File: config.mk
export PLATFORM = sky130hd
export DESIGN_NAME = countdown_timer_flat
export DESIGN_NICKNAME = d
export VERILOG_FILES = /design/src/rtl/countdown_timer_if.sv /design/src/rtl/countdown_timer.sv /design/src/flat_wrapper.sv
export SDC_FILE = /design/constraint.sdc
export NUM_CORES = 1
export LEC_CHECK = 0
export ABC_AREA = 1
export CAP_MARGIN = 30
export CORE_AREA = 2 2 45 51
export CTS_CLUSTER_SIZE = 30
export DETAILED_ROUTE_END_ITERATION = 10
export DIE_AREA = 0 0 47 53
export PLACE_DENSITY = 0.56
export SYNTH_ARGS = -nofsm -noshare
export SYNTH_HDL_FRONTEND = slang
export SYNTH_SLANG_ARGS = --single-unit
File: constraint.sdc
create_clock -name clk_i -period 2.8 [get_ports clk_i]
set_clock_uncertainty 0.2 [all_clocks]
set_input_delay 0.56 -clock clk_i [delete_from_list [all_inputs] [get_ports clk_i]]
set_output_delay 0.56 -clock clk_i [all_outputs]
set_load 0.005 [all_outputs]
File: src/rtl/countdown_timer_if.sv
// countdown_timer_if: control/status bundle for countdown_timer.
//   load_i  : load value_i into the count and abort any run
//   value_i : preset value (WIDTH bits)
//   start_i : begin counting from IDLE
//   pause_i : level, hold count and prescaler while high
//   out_o   : current count
//   busy_o  : high while running or paused
//   zero_o  : out_o == 0
//   done_o  : 1-cycle pulse when the count reaches 0
// master drives the controls, slave (the timer) drives the status.
interface countdown_timer_if #(
  parameter int WIDTH = 4
);
  logic             load_i;
  logic [WIDTH-1:0] value_i;
  logic             start_i;
  logic             pause_i;
  logic [WIDTH-1:0] out_o;
  logic             busy_o;
  logic             zero_o;
  logic             done_o;

  modport master (
    output load_i, value_i, start_i, pause_i,
    input  out_o, busy_o, zero_o, done_o
  );

  modport slave (
    input  load_i, value_i, start_i, pause_i,
    output out_o, busy_o, zero_o, done_o
  );
endinterface

File: src/rtl/countdown_timer.sv
// countdown_timer: loadable down-counter decremented once every PRESCALE
// clocks while running; pulses done_o for one cycle when the count hits 0.
// Ports:
//   clk_i   : clock, rising edge
//   reset_i : asynchronous active-high reset
//   bus     : countdown_timer_if.slave (load/value/start/pause in,
//             out/busy/zero/done out)
// Parameters: WIDTH (count width), PRESCALE (clocks per decrement, >=1).
// Build option: COUNTDOWN_AUTORELOAD_EN -- when defined, a reload register
// captures value_i on load and a run that reaches 0 restarts from it
// (unless it is 0), giving a periodic done_o.
module countdown_timer #(
  parameter int WIDTH    = 4,
  parameter int PRESCALE = 1
) (
  input  logic             clk_i,
  input  logic             reset_i,
  countdown_timer_if.slave bus
);
  localparam int PSW = $clog2(PRESCALE) + 1;

  typedef enum logic [1:0] {IDLE, RUN, PAUSE} state_t;

  state_t           state, state_nxt;
  logic [WIDTH-1:0] count, count_nxt;
  logic [PSW-1:0]   pre, pre_nxt;
  logic             done, done_nxt;
  logic             tick;

`ifdef COUNTDOWN_AUTORELOAD_EN
  logic [WIDTH-1:0] reload;

  always_ff @(posedge clk_i or posedge reset_i) begin
    if (reset_i)          reload <= '0;
    else if (bus.load_i)  reload <= bus.value_i;
  end
`endif

  // Last prescaler cycle of a decrement period.
  assign tick = (pre == PSW'(PRESCALE - 1));

  always_ff @(posedge clk_i or posedge reset_i) begin
    if (reset_i) begin
      state <= IDLE;
      count <= '0;
      pre   <= '0;
      done  <= 1'b0;
    end else begin
      state <= state_nxt;
      count <= count_nxt;
      pre   <= pre_nxt;
      done  <= done_nxt;
    end
  end

  always_comb begin
    state_nxt = state;
    count_nxt = count;
    pre_nxt   = pre;
    done_nxt  = 1'b0;
    if (bus.load_i) begin
      count_nxt = bus.value_i;
      pre_nxt   = '0;
      state_nxt = IDLE;
    end else begin
      unique case (state)
        IDLE: begin
          // A start with nothing to count is ignored.
          if (bus.start_i && count != '0) begin
            state_nxt = RUN;
            pre_nxt   = '0;
          end
        end
        RUN: begin
          if (bus.pause_i) begin
            state_nxt = PAUSE;
          end else if (tick) begin
            pre_nxt   = '0;
            count_nxt = count - WIDTH'(1);
            if (count == WIDTH'(1)) begin
              done_nxt = 1'b1;
`ifdef COUNTDOWN_AUTORELOAD_EN
              if (reload != '0) count_nxt = reload;
              else              state_nxt = IDLE;
`else
              state_nxt = IDLE;
`endif
            end
          end else begin
            pre_nxt = pre + PSW'(1);
          end
        end
        PAUSE: begin
          // Resume edge only changes state; prescaler continues from its held value.
          if (!bus.pause_i) state_nxt = RUN;
        end
        default: state_nxt = IDLE;
      endcase
    end
  end

  assign bus.out_o  = count;
  assign bus.busy_o = (state != IDLE);
  assign bus.zero_o = (count == '0);
  assign bus.done_o = done;
endmodule

File: src/flat_wrapper.sv
// flat-port wrapper written by rule: the top's interface ports become plain ports
module countdown_timer_flat 
#(
  parameter int WIDTH    = 4,
  parameter int PRESCALE = 1
)
  (clk_i, reset_i, bus_load_i, bus_value_i, bus_start_i, bus_pause_i, bus_out_o, bus_busy_o, bus_zero_o, bus_done_o);
  countdown_timer_if #(.WIDTH(WIDTH)) bus_i ();
  input  logic clk_i;
  input  logic reset_i;
  input wire logic [$bits(bus_i.load_i)-1:0] bus_load_i;
  input wire logic [$bits(bus_i.value_i)-1:0] bus_value_i;
  input wire logic [$bits(bus_i.start_i)-1:0] bus_start_i;
  input wire logic [$bits(bus_i.pause_i)-1:0] bus_pause_i;
  output wire logic [$bits(bus_i.out_o)-1:0] bus_out_o;
  output wire logic [$bits(bus_i.busy_o)-1:0] bus_busy_o;
  output wire logic [$bits(bus_i.zero_o)-1:0] bus_zero_o;
  output wire logic [$bits(bus_i.done_o)-1:0] bus_done_o;
  assign bus_i.load_i = bus_load_i;
  assign bus_i.value_i = bus_value_i;
  assign bus_i.start_i = bus_start_i;
  assign bus_i.pause_i = bus_pause_i;
  assign bus_out_o = bus_i.out_o;
  assign bus_busy_o = bus_i.busy_o;
  assign bus_zero_o = bus_i.zero_o;
  assign bus_done_o = bus_i.done_o;
  countdown_timer #(.WIDTH(WIDTH), .PRESCALE(PRESCALE)) u_core (.clk_i(clk_i), .reset_i(reset_i), .bus(bus_i));
endmodule
==> results.txt, run 1 <==
Routed vias = 437
DRT Pass-1 Iters = 4
Status = complete, no violations
Worst setup startpoint = u_core.bus.out_o[0]$_DFFE_PP0P_
Final setup fails = 0
Leakage = 0.338 nW
Drt wl/cell = 9.07 um
Routed WL = 998 um
Chip width = 47 um
Critical Path Fanout Max = 4
Overall Power = 0.433 mW
CTS resizes = 0
WP data required = 2040 ps
Die ar. = 0.00249 sq mm
Num CTS Buffers = 3
Fin. Hold Viols = 0
Final Wtd Congestion = 0.757
Peak VDD IR = 0.298 mV
Clock Tree Root = clkbuf_4
Die Ht = 53 um
R2R depth = 7
Iter 0 DRT Violations = 6
Most frequent cells in the layout = nand2_1, clkdlybuf4s50_1, inv_1
Clock sink count = 7
Setup Fix Bufs, Post-CTS = 0
Post-layout net count = 94
P&R area growth vs syn = 41.8%
Reg-to-Reg End = u_core.bus.out_o[2]$_DFFE_PP0P_
CP Cell Sequence = inv_1 > ha_1 > nand2_1 > inv_1 > clkdlybuf4s50_1
Slew margin rel. = 74.5%
Mapped cell area = 479 sq um
Commonest non-fill, non-tap cell in the layout = nand2_1
Largest net degree at the start of global routing = 12
N_diodes = 0
Worst setup EP type = primary output
Remaining DRCs = 0
Sequential area share after synthesis = 36.6%
Pwr dens = 638 mW/mm^2
Cts hold-fix bufs = 0
Max_cap viols = 0
Antenna violations before repair = 0
H-tree depth = 1
Yosys cell types = 21
RSZ-0062 raised after global routing = no
Fin crit share = 83.7%
HP Class = input pin to asynchronous set/reset pin
Grt total ovfl = 0
Fmax = 427 MHz
GRT Util Overall = 9.84%
Post-route ant nets = 0
TritonCTS clock tree = done
Row Count = 17
CTS Buffer Depth = 2
Crit-path slowest cell = clkdlybuf4s50_1
DPL Wire Length = 836 um
Synth Instances = 64
Placed cells = 106
Via/cell ratio = 3.97
Layout cell share with drive strength beyond 1 = 15.9%
Crit Path Category = flop to primary output
Worst path buffer plus inverter count = 3
Worst r2r src = u_core.bus.out_o[0]$_DFFE_PP0P_
Setup TNS = 0 ps
Syn Area/Cell = 7.49 sq um
CTS clk-pin slew, worst paths = 50 ps
Final critical path time including I/O delays and setup = 2340 ps
Worst slew pin tran = 381 ps
Finished Layout Cells = 110
Largest stage delay on the critical path = 490 ps
Crit path DAT = 1580 ps
Crit path launch type = flop
Most frequent CP cell = inv_1
Seq cells post-synth = 7
Initial Util = 24.5%
Worst skew pair latency = 250 ps
Vias in the first global route = 403
Worst path top cell family by delay = buffers and inverters
Final instance area = 679 sq um
Syn_nets = 75
FF-to-FF setup slack = 1310 ps
Core area = 0.00196 sq mm
Final Util = 34.7%
Yosys warns = 0
Final Max Slew Viols = 0
Post-DP Area = 653 sq um
First-pass GRT wire length = 1700 um
Port bufs = 15
I/O pins = 16
==> cells by family (layout without fill, tap and decap cells) <==
| kind of cell | count (synthesis) | after routing | synth area share [%] |
|---|---|---|---|
| compound gates | 8 | 8 | 9.92 |
| flops | 7 | 7 | 36.6 |
| xor+xnor | 1 | 1 | 1.83 |
| simple gates | 33 | 33 | 34.7 |
| fa+ha+maj | 2 | 2 | 5.22 |
| buf+inv | 13 | 31 | 11.7 |
==> area by class of cell <==
cell class / count / area (sq um)
well taps: 28 / 35.0
flip-flops and latches: 7 / 175
clock buffers: 4 / 26.3
inverters: 12 / 45.0
fillers: 224 / 1280
multi-input cells: 44 / 248
repair buffers: 15 / 150
==> per-layer routing <==
layer | up-vias | global-route usage (%) | wire (um)
met3 | 0 | 5.12 | 85
met4 | 0 | 1.39 | 0
met1 | 190 | 10.8 | 405
li1 | 235 | - | -
met2 | 12 | 16.9 | 507
met5 | - | 0 | 0
==> worst register-to-register path, cell delays in order (launching register included) <==
cell and delay [ps]:
dfrtp_1 400, inv_1 120, ha_1 190, inv_1 70, o21ai_0 220, nand3_2 90
nand2_1 60, inv_1 40
==> worst max path at each step <==
stage | endpoint | slack, ps | cells past startpoint
4_1_cts | bus_zero_o | 440 | 5
3_5_place_dp | u_core.state[1]$_DFFE_PP0P_ | 700 | 5
5_1_grt | bus_zero_o | 370 | 5
2_1_floorplan | bus_zero_o | 1280 | 4
3_3_place_gp | u_core.state[1]$_DFFE_PP0P_ | 750 | 5
6_report | bus_zero_o | 460 | 5
==> synthesized netlist by cell type (all sizes together) <==
library cell | count | area (sq um)
a21oi | 1 | 5.00
nor2 | 7 | 36.3
nand2 | 19 | 88.8
ha | 2 | 25.0
dfrtp | 7 | 175
nor3 | 1 | 5.00
a31o | 1 | 8.76
or2 | 1 | 6.26
o21ai | 6 | 33.8
inv | 12 | 45.0
buf | 1 | 11.3
nand3 | 5 | 30.0
xnor2 | 1 | 8.76
==> sequential cells by signal, summed over array words and instances, names as in the netlist <==
signal and count:
u_core.bus.done_o 1, u_core.bus.out_o 4, u_core.state 2
==> per-stage QoR <==
step | hold WS, ps | worst slack [ps]
detailed placement | 390 | 704
global placement | 386 | 748
finish | 345 | 456
CTS | 351 | 439
floorplan | 163 | 1280
global route | 371 | 366
==> where the power goes <==
group | switching, mW | internal (mW) | total (mW)
Combinational | 0.0992 | 0.101 | 0.200
Clock | 0.0349 | 0.0542 | 0.0892
Sequential | 0.0198 | 0.125 | 0.144
Total | 0.154 | 0.279 | 0.433
(Power assumes the default switching activity.)
==> run 2: changes to the inputs <==
==> constraint.sdc (replaced) <==
create_clock -name clk_i -period 2.4 [get_ports clk_i]
set_clock_uncertainty 0.2 [all_clocks]
set_input_delay 0.48 -clock clk_i [delete_from_list [all_inputs] [get_ports clk_i]]
set_output_delay 0.48 -clock clk_i [all_outputs]
set_load 0.005 [all_outputs]
==> run 2 against run 1 <==
Total power grew 17%. Combinational power grew 13%. Non-clock buffer count grew 1. Flip-flop and latch count is the same. Via count grew 1.8%. Core utilization grew 0.38 points. Cell count grew 0.91%. Clock power grew 28%. Critical path depth is the same.
==> results.txt, run 2 (same netlist as run 1, synthesis figures left out) <==
Vias in the first global route = 416 (+3.2%)
Fin crit share = 92.0%
Peak VDD IR = 0.301 mV (+1.1%)
M1 WL = 415 um (+2.5%)
H-tree depth = 1 (unchanged)
Max_cap viols = 0 (unchanged)
CTS resizes = 0 (unchanged)
Final Max Slew Viols = 0 (unchanged)
First-pass GRT wire length = 1790 um (+5.3%)
Initial Util = 24.5% (unchanged)
Worst skew pair latency = 260 ps (about the same)
Drt wl/cell = 8.98 um (-1.0%)
Final Wtd Congestion = 0.761 (+0.58%)
Cts hold-fix bufs = 0 (unchanged)
CTS Buffer Depth = 2 (unchanged)
Most frequent cells in the layout = nand2_1, clkdlybuf4s50_1, inv_1
Clock Tree Root = clkbuf_4
TritonCTS clock tree = done
Met2 routed WL = 487 um (-3.9%)
Grt total ovfl = 0 (unchanged)
Worst setup startpoint = u_core.bus.out_o[0]$_DFFE_PP0P_
Via/cell ratio = 4.01 (+0.91%)
Most frequent CP cell = inv_1
Reg-to-Reg End = u_core.bus.out_o[2]$_DFFE_PP0P_
Final Util = 35.1% (+0.38 points)
Final setup fails = 0 (unchanged)
Worst path top cell family by delay = buffers and inverters
Max reg flops = 4 (unchanged)
Top sig layer = met4
Commonest non-fill, non-tap cell in the layout = nand2_1
Met3 wire len = 54 um (-36%)
Routed vias = 445 (+1.8%)
Die Ht = 53 um (unchanged)
Routed WL = 997 um (-0.10%)
Worst r2r src = u_core.bus.out_o[0]$_DFFE_PP0P_
Fmax = 453 MHz
CP Depth = 5 (unchanged)
Clock sink count = 7 (unchanged)
Post-route ant nets = 0 (unchanged)
Num CTS Buffers = 3 (unchanged)
Crit path DAT = 1530 ps (-50 ps)
Setup Fix Bufs, Post-CTS = 0 (unchanged)
Core area = 0.00196 sq mm (unchanged)
Pwr dens = 741 mW/mm^2 (+16%)
Final critical path time including I/O delays and setup = 2210 ps
CP Cell Sequence = inv_1 > ha_1 > nand2_1 > inv_1 > clkdlybuf4s50_1
Worst slew pin tran = 289 ps (-91.9 ps)
Leakage = 0.343 nW (+1.4%)
Worst setup EP type = primary output
R2R depth = 7 (unchanged)
Worst path buffer plus inverter count = 3 (unchanged)
Slew margin rel. = 80.7% (+6.2 points)
Port bufs = 15 (unchanged)
Status = complete, no violations
Post-layout net count = 95 (+1.1%)
Row Count = 17 (unchanged)
DRT Pass-1 Iters = 2 (-2)
Setup TNS = 0 ps (unchanged)
Iter 0 DRT Violations = 4 (-2)
Layout cell share with drive strength beyond 1 = 16.9% (+1.0 points)
Crit Path Category = flop to primary output
Critical Path Fanout Max = 4 (unchanged)
I/O pins = 16 (unchanged)
Fin. Hold Viols = 0 (unchanged)
CTS clk-pin slew, worst paths = 60 ps (about the same)
HP Class = input pin to asynchronous set/reset pin
Largest net degree at the start of global routing = 8 (-4)
FF-to-FF setup slack = 1000 ps (-310 ps)
N_diodes = 0 (unchanged)
Remaining DRCs = 0 (unchanged)
Crit path launch type = flop
Largest stage delay on the critical path = 480 ps (about the same)
GRT Util Overall = 10.9% (+1.0 points)
Antenna violations before repair = 0 (unchanged)
Crit-path slowest cell = clkdlybuf4s50_1
Die ar. = 0.00249 sq mm (unchanged)
RSZ-0062 raised after global routing = no
P&R area growth vs syn = 43.3%
Chip width = 47 um (unchanged)
DPL Wire Length = 832 um (-0.53%)
WP data required = 1720 ps (-320 ps)
==> run 2: worst max-delay path by stage <==
stage | slack [ps] | to
global route | 80 | bus_zero_o
CTS | 160 | bus_zero_o
finish | 190 | bus_zero_o
global placement | 470 | bus_zero_o
detailed placement | 450 | bus_zero_o
floorplan | 960 | bus_zero_o
==> run 2: area by class of cell <==
cell class | instances | area, sq um
Fill cell | 218 | 1270
Clock buffer | 4 | 26.3
Tap cell | 28 | 35.0
Inverter | 12 | 45.0
Timing Repair Buffer | 16 | 158
Sequential cell | 7 | 175
Multi-Input combinational cell | 44 | 248
==> run 2: worst reg2reg max path, cell delays in order (launching register included) <==
cell     delay [ps]
dfrtp_1         400
inv_1           100
ha_1            160
inv_1            60
o21ai_0         190
nand3_2          90
nand2_1          50
inv_1            40
==> run 2: report_power, final <==
group / total [mW] / internal (mW) / switching (mW)
sequential: 0.168 / 0.145 / 0.0228
combinational: 0.227 / 0.116 / 0.110
clock: 0.114 / 0.0639 / 0.0504
==> run 2: per-stage QoR <==
step	worst slack, ps	power, mW	instances	hold WS, ps	instance area [sq um]
2_1_floorplan	956	0.306	64	83.4	479
4_1_cts	164	0.520	111	287	687
6_report	193	0.509	111	265	687
3_3_place_gp	466	0.400	107	386	661
5_1_grt	82.4	0.559	111	309	687
3_5_place_dp	454	0.401	107	383	661
==> run 2: per-layer routing <==
layer,GRT usage [%],vias up
li1,-,235
met1,11.9,195
met2,16.4,11
met3,4.10,4
met4,8.33,0
met5,0,-
==> run 3: changes to the inputs <==
--- a/config.mk
+++ b/config.mk
@@ -7,10 +7,10 @@
 export LEC_CHECK = 0
 export ABC_AREA = 1
 export CAP_MARGIN = 30
-export CORE_AREA = 2 2 45 51
+export CORE_AREA = 3 3 46 52
 export CTS_CLUSTER_SIZE = 30
 export DETAILED_ROUTE_END_ITERATION = 10
-export DIE_AREA = 0 0 47 53
+export DIE_AREA = 0 0 49 55
 export PLACE_DENSITY = 0.56
 export SYNTH_ARGS = -nofsm -noshare
 export SYNTH_HDL_FRONTEND = slang
==> run 3 against run 2 <==
Cell count unchanged. Largest cell class unchanged. Total power up 0.69%. Hold slack better by 2.0 ps. Critical path type unchanged.
==> results.txt, run 3 (same netlist as run 1, synthesis figures left out) <==
Crit path DAT = 1590 ps (+60 ps)
CTS Buffer Depth = 2 (unchanged)
Layout cell share with drive strength beyond 1 = 16.9% (unchanged)
Final Wtd Congestion = 0.700 (-8.0%)
Slew margin rel. = 80.4% (-0.30 points)
Final Util = 34.7% (-0.38 points)
Setup ws final = 134 ps (-58.9 ps)
Fin. Hold Viols = 0 (unchanged)
N_diodes = 0 (unchanged)
Row Count = 17 (unchanged)
Routed vias = 472 (+6.1%)
Grt total ovfl = 0 (unchanged)
Setup Fix Bufs, Post-CTS = 0 (unchanged)
Overall Power = 0.512 mW (+0.69%)
WP data required = 1720 ps (about the same)
Largest stage delay on the critical path = 490 ps (about the same)
Remaining DRCs = 0 (unchanged)
TritonCTS clock tree = done
Die Ht = 55 um (+3.8%)
H-tree depth = 1 (unchanged)
Leakage = 0.343 nW (unchanged)
Cts hold-fix bufs = 0 (unchanged)
Worst setup EP type = primary output
Max reg flops = 4 (unchanged)
P&R area growth vs syn = 43.3% (unchanged)
Die ar. = 0.00270 sq mm (+8.2%)
Reg power frac = 33.0% (about the same)
CTS resizes = 0 (unchanged)
R2R depth = 7 (unchanged)
Final setup fails = 0 (unchanged)
Fmax = 441 MHz (-2.6%)
Chip width = 49 um (+4.3%)
HP Class = input pin to asynchronous set/reset pin
Most frequent CP cell = inv_1
Most frequent cells in the layout = nand2_1, clkdlybuf4s50_1, inv_1
Routed WL = 1080 um (+8.4%)
Critical Path Fanout Max = 4 (unchanged)
Pwr dens = 746 mW/mm^2 (+0.69%)
Antenna violations before repair = 0 (unchanged)
Worst skew pair latency = 260 ps (about the same)
Post-route ant nets = 0 (unchanged)
Max_cap viols = 0 (unchanged)
CP Cell Sequence = inv_1 > ha_1 > nand2_1 > inv_1 > clkdlybuf4s50_1
Final Max Slew Viols = 0 (unchanged)
Initial Util = 24.2% (-0.26 points)
Crit path launch type = flop
Placement Setup Slack = 415 ps (-38.8 ps)
Fillers = 218 (unchanged)
Crit Path Category = flop to primary output
DRT Pass-1 Iters = 4 (+2)
Setup TNS = 0 ps (unchanged)
Finished Layout Cells = 111 (unchanged)
First-pass GRT wire length = 1950 um (+8.4%)
RSZ-0062 raised after global routing = no
DPL Wire Length = 915 um (+10%)
Clock Power Share = 21.5% (-1.0 points)
Drt wl/cell = 9.74 um (+8.4%)
Power Internal = 0.325 mW (about the same)
Port bufs = 15 (unchanged)
Largest net degree at the start of global routing = 8 (unchanged)
Num CTS Buffers = 3 (unchanged)
Worst slew pin tran = 294 ps (+4.57 ps)
Switching Fraction = 36.4% (+0.42 points)
Switch Pwr = 0.187 mW (+1.8%)
Final critical path time including I/O delays and setup = 2270 ps (+58.9 ps)
Status = complete, no violations
Iter 0 DRT Violations = 7 (+3)
Vias in the first global route = 484 (+16%)
Crit-path slowest cell = clkdlybuf4s50_1
Core area = 0.00198 sq mm (+1.1%)
Worst path buffer plus inverter count = 3 (unchanged)
GRT Util Overall = 9.94% (-0.95 points)
Worst path top cell family by delay = buffers and inverters
Gate power share = 45.5% (+1.0 points)
Commonest non-fill, non-tap cell in the layout = nand2_1
Clock sink count = 7 (unchanged)
Post-layout net count = 95 (unchanged)
Placed cells = 107 (unchanged)
Via/cell ratio = 4.25 (+6.1%)
I/O pins = 16 (unchanged)
Fin crit share = 94.4% (+2.5 points)
CTS clk-pin slew, worst paths = 50 ps (about the same)
Peak VDD IR = 0.212 mV (-30%)
CP Depth = 5 (unchanged)
Clock Tree Root = clkbuf_4
## run 3: cell counts in the layout (fill, tap and decap cells not counted)
Identical to the previous run, type by type.
## run 3: per-stage QoR
stage | hold slack, ps | cell area, sq um
finish | 267 | 687
global route | 304 | 687
CTS | 282 | 687
detailed placement | 412 | 661
global placement | 370 | 661
floorplan | 83.4 | 479
## run 3: layer usage
layer	GRT usage, %	vias up	routed length [um]
met2	18.3	12	568
met5	0	-	0
met1	9.25	217	419
met3	3.22	5	56
li1	-	238	-
met4	8.53	0	37
## run 3: layout make-up
class                           instances  area (sq um)  share of cell area (%)
Clock buffer                            4          26.3                    3.83
Inverter                               12          45.0                    6.56
Multi-Input combinational cell         44           248                    36.1
Sequential cell                         7           175                    25.5
Tap cell                               28          35.0                    5.10
Timing Repair Buffer                   16           158                    23.0
## run 3: final timing paths
kind                                            startpoint                         endpoint  slack, ps
min in group clk_i         u_core.bus.out_o[3]$_DFFE_PP0P_  u_core.bus.out_o[3]$_DFFE_PP0P_        410
setup / recovery           u_core.bus.out_o[1]$_DFFE_PP0P_                       bus_zero_o        130
hold / removal                                     reset_i      u_core.state[1]$_DFFE_PP0P_        270
max in group asynchronous                          reset_i  u_core.bus.out_o[2]$_DFFE_PP0P_       1510
setup reg to reg           u_core.bus.out_o[1]$_DFFE_PP0P_  u_core.bus.out_o[2]$_DFFE_PP0P_        940
hold reg to reg            u_core.bus.out_o[3]$_DFFE_PP0P_  u_core.bus.out_o[3]$_DFFE_PP0P_        410
## run 3: power by group through the flow
stage | Clock [mW] | Sequential [mW] | Combinational (mW)
2_1_floorplan | 0 | 0.168 | 0.138
3_3_place_gp | 0 | 0.168 | 0.234
3_5_place_dp | 0 | 0.170 | 0.238
4_1_cts | 0.112 | 0.169 | 0.239
5_1_grt | 0.116 | 0.172 | 0.264
6_report | 0.110 | 0.169 | 0.233
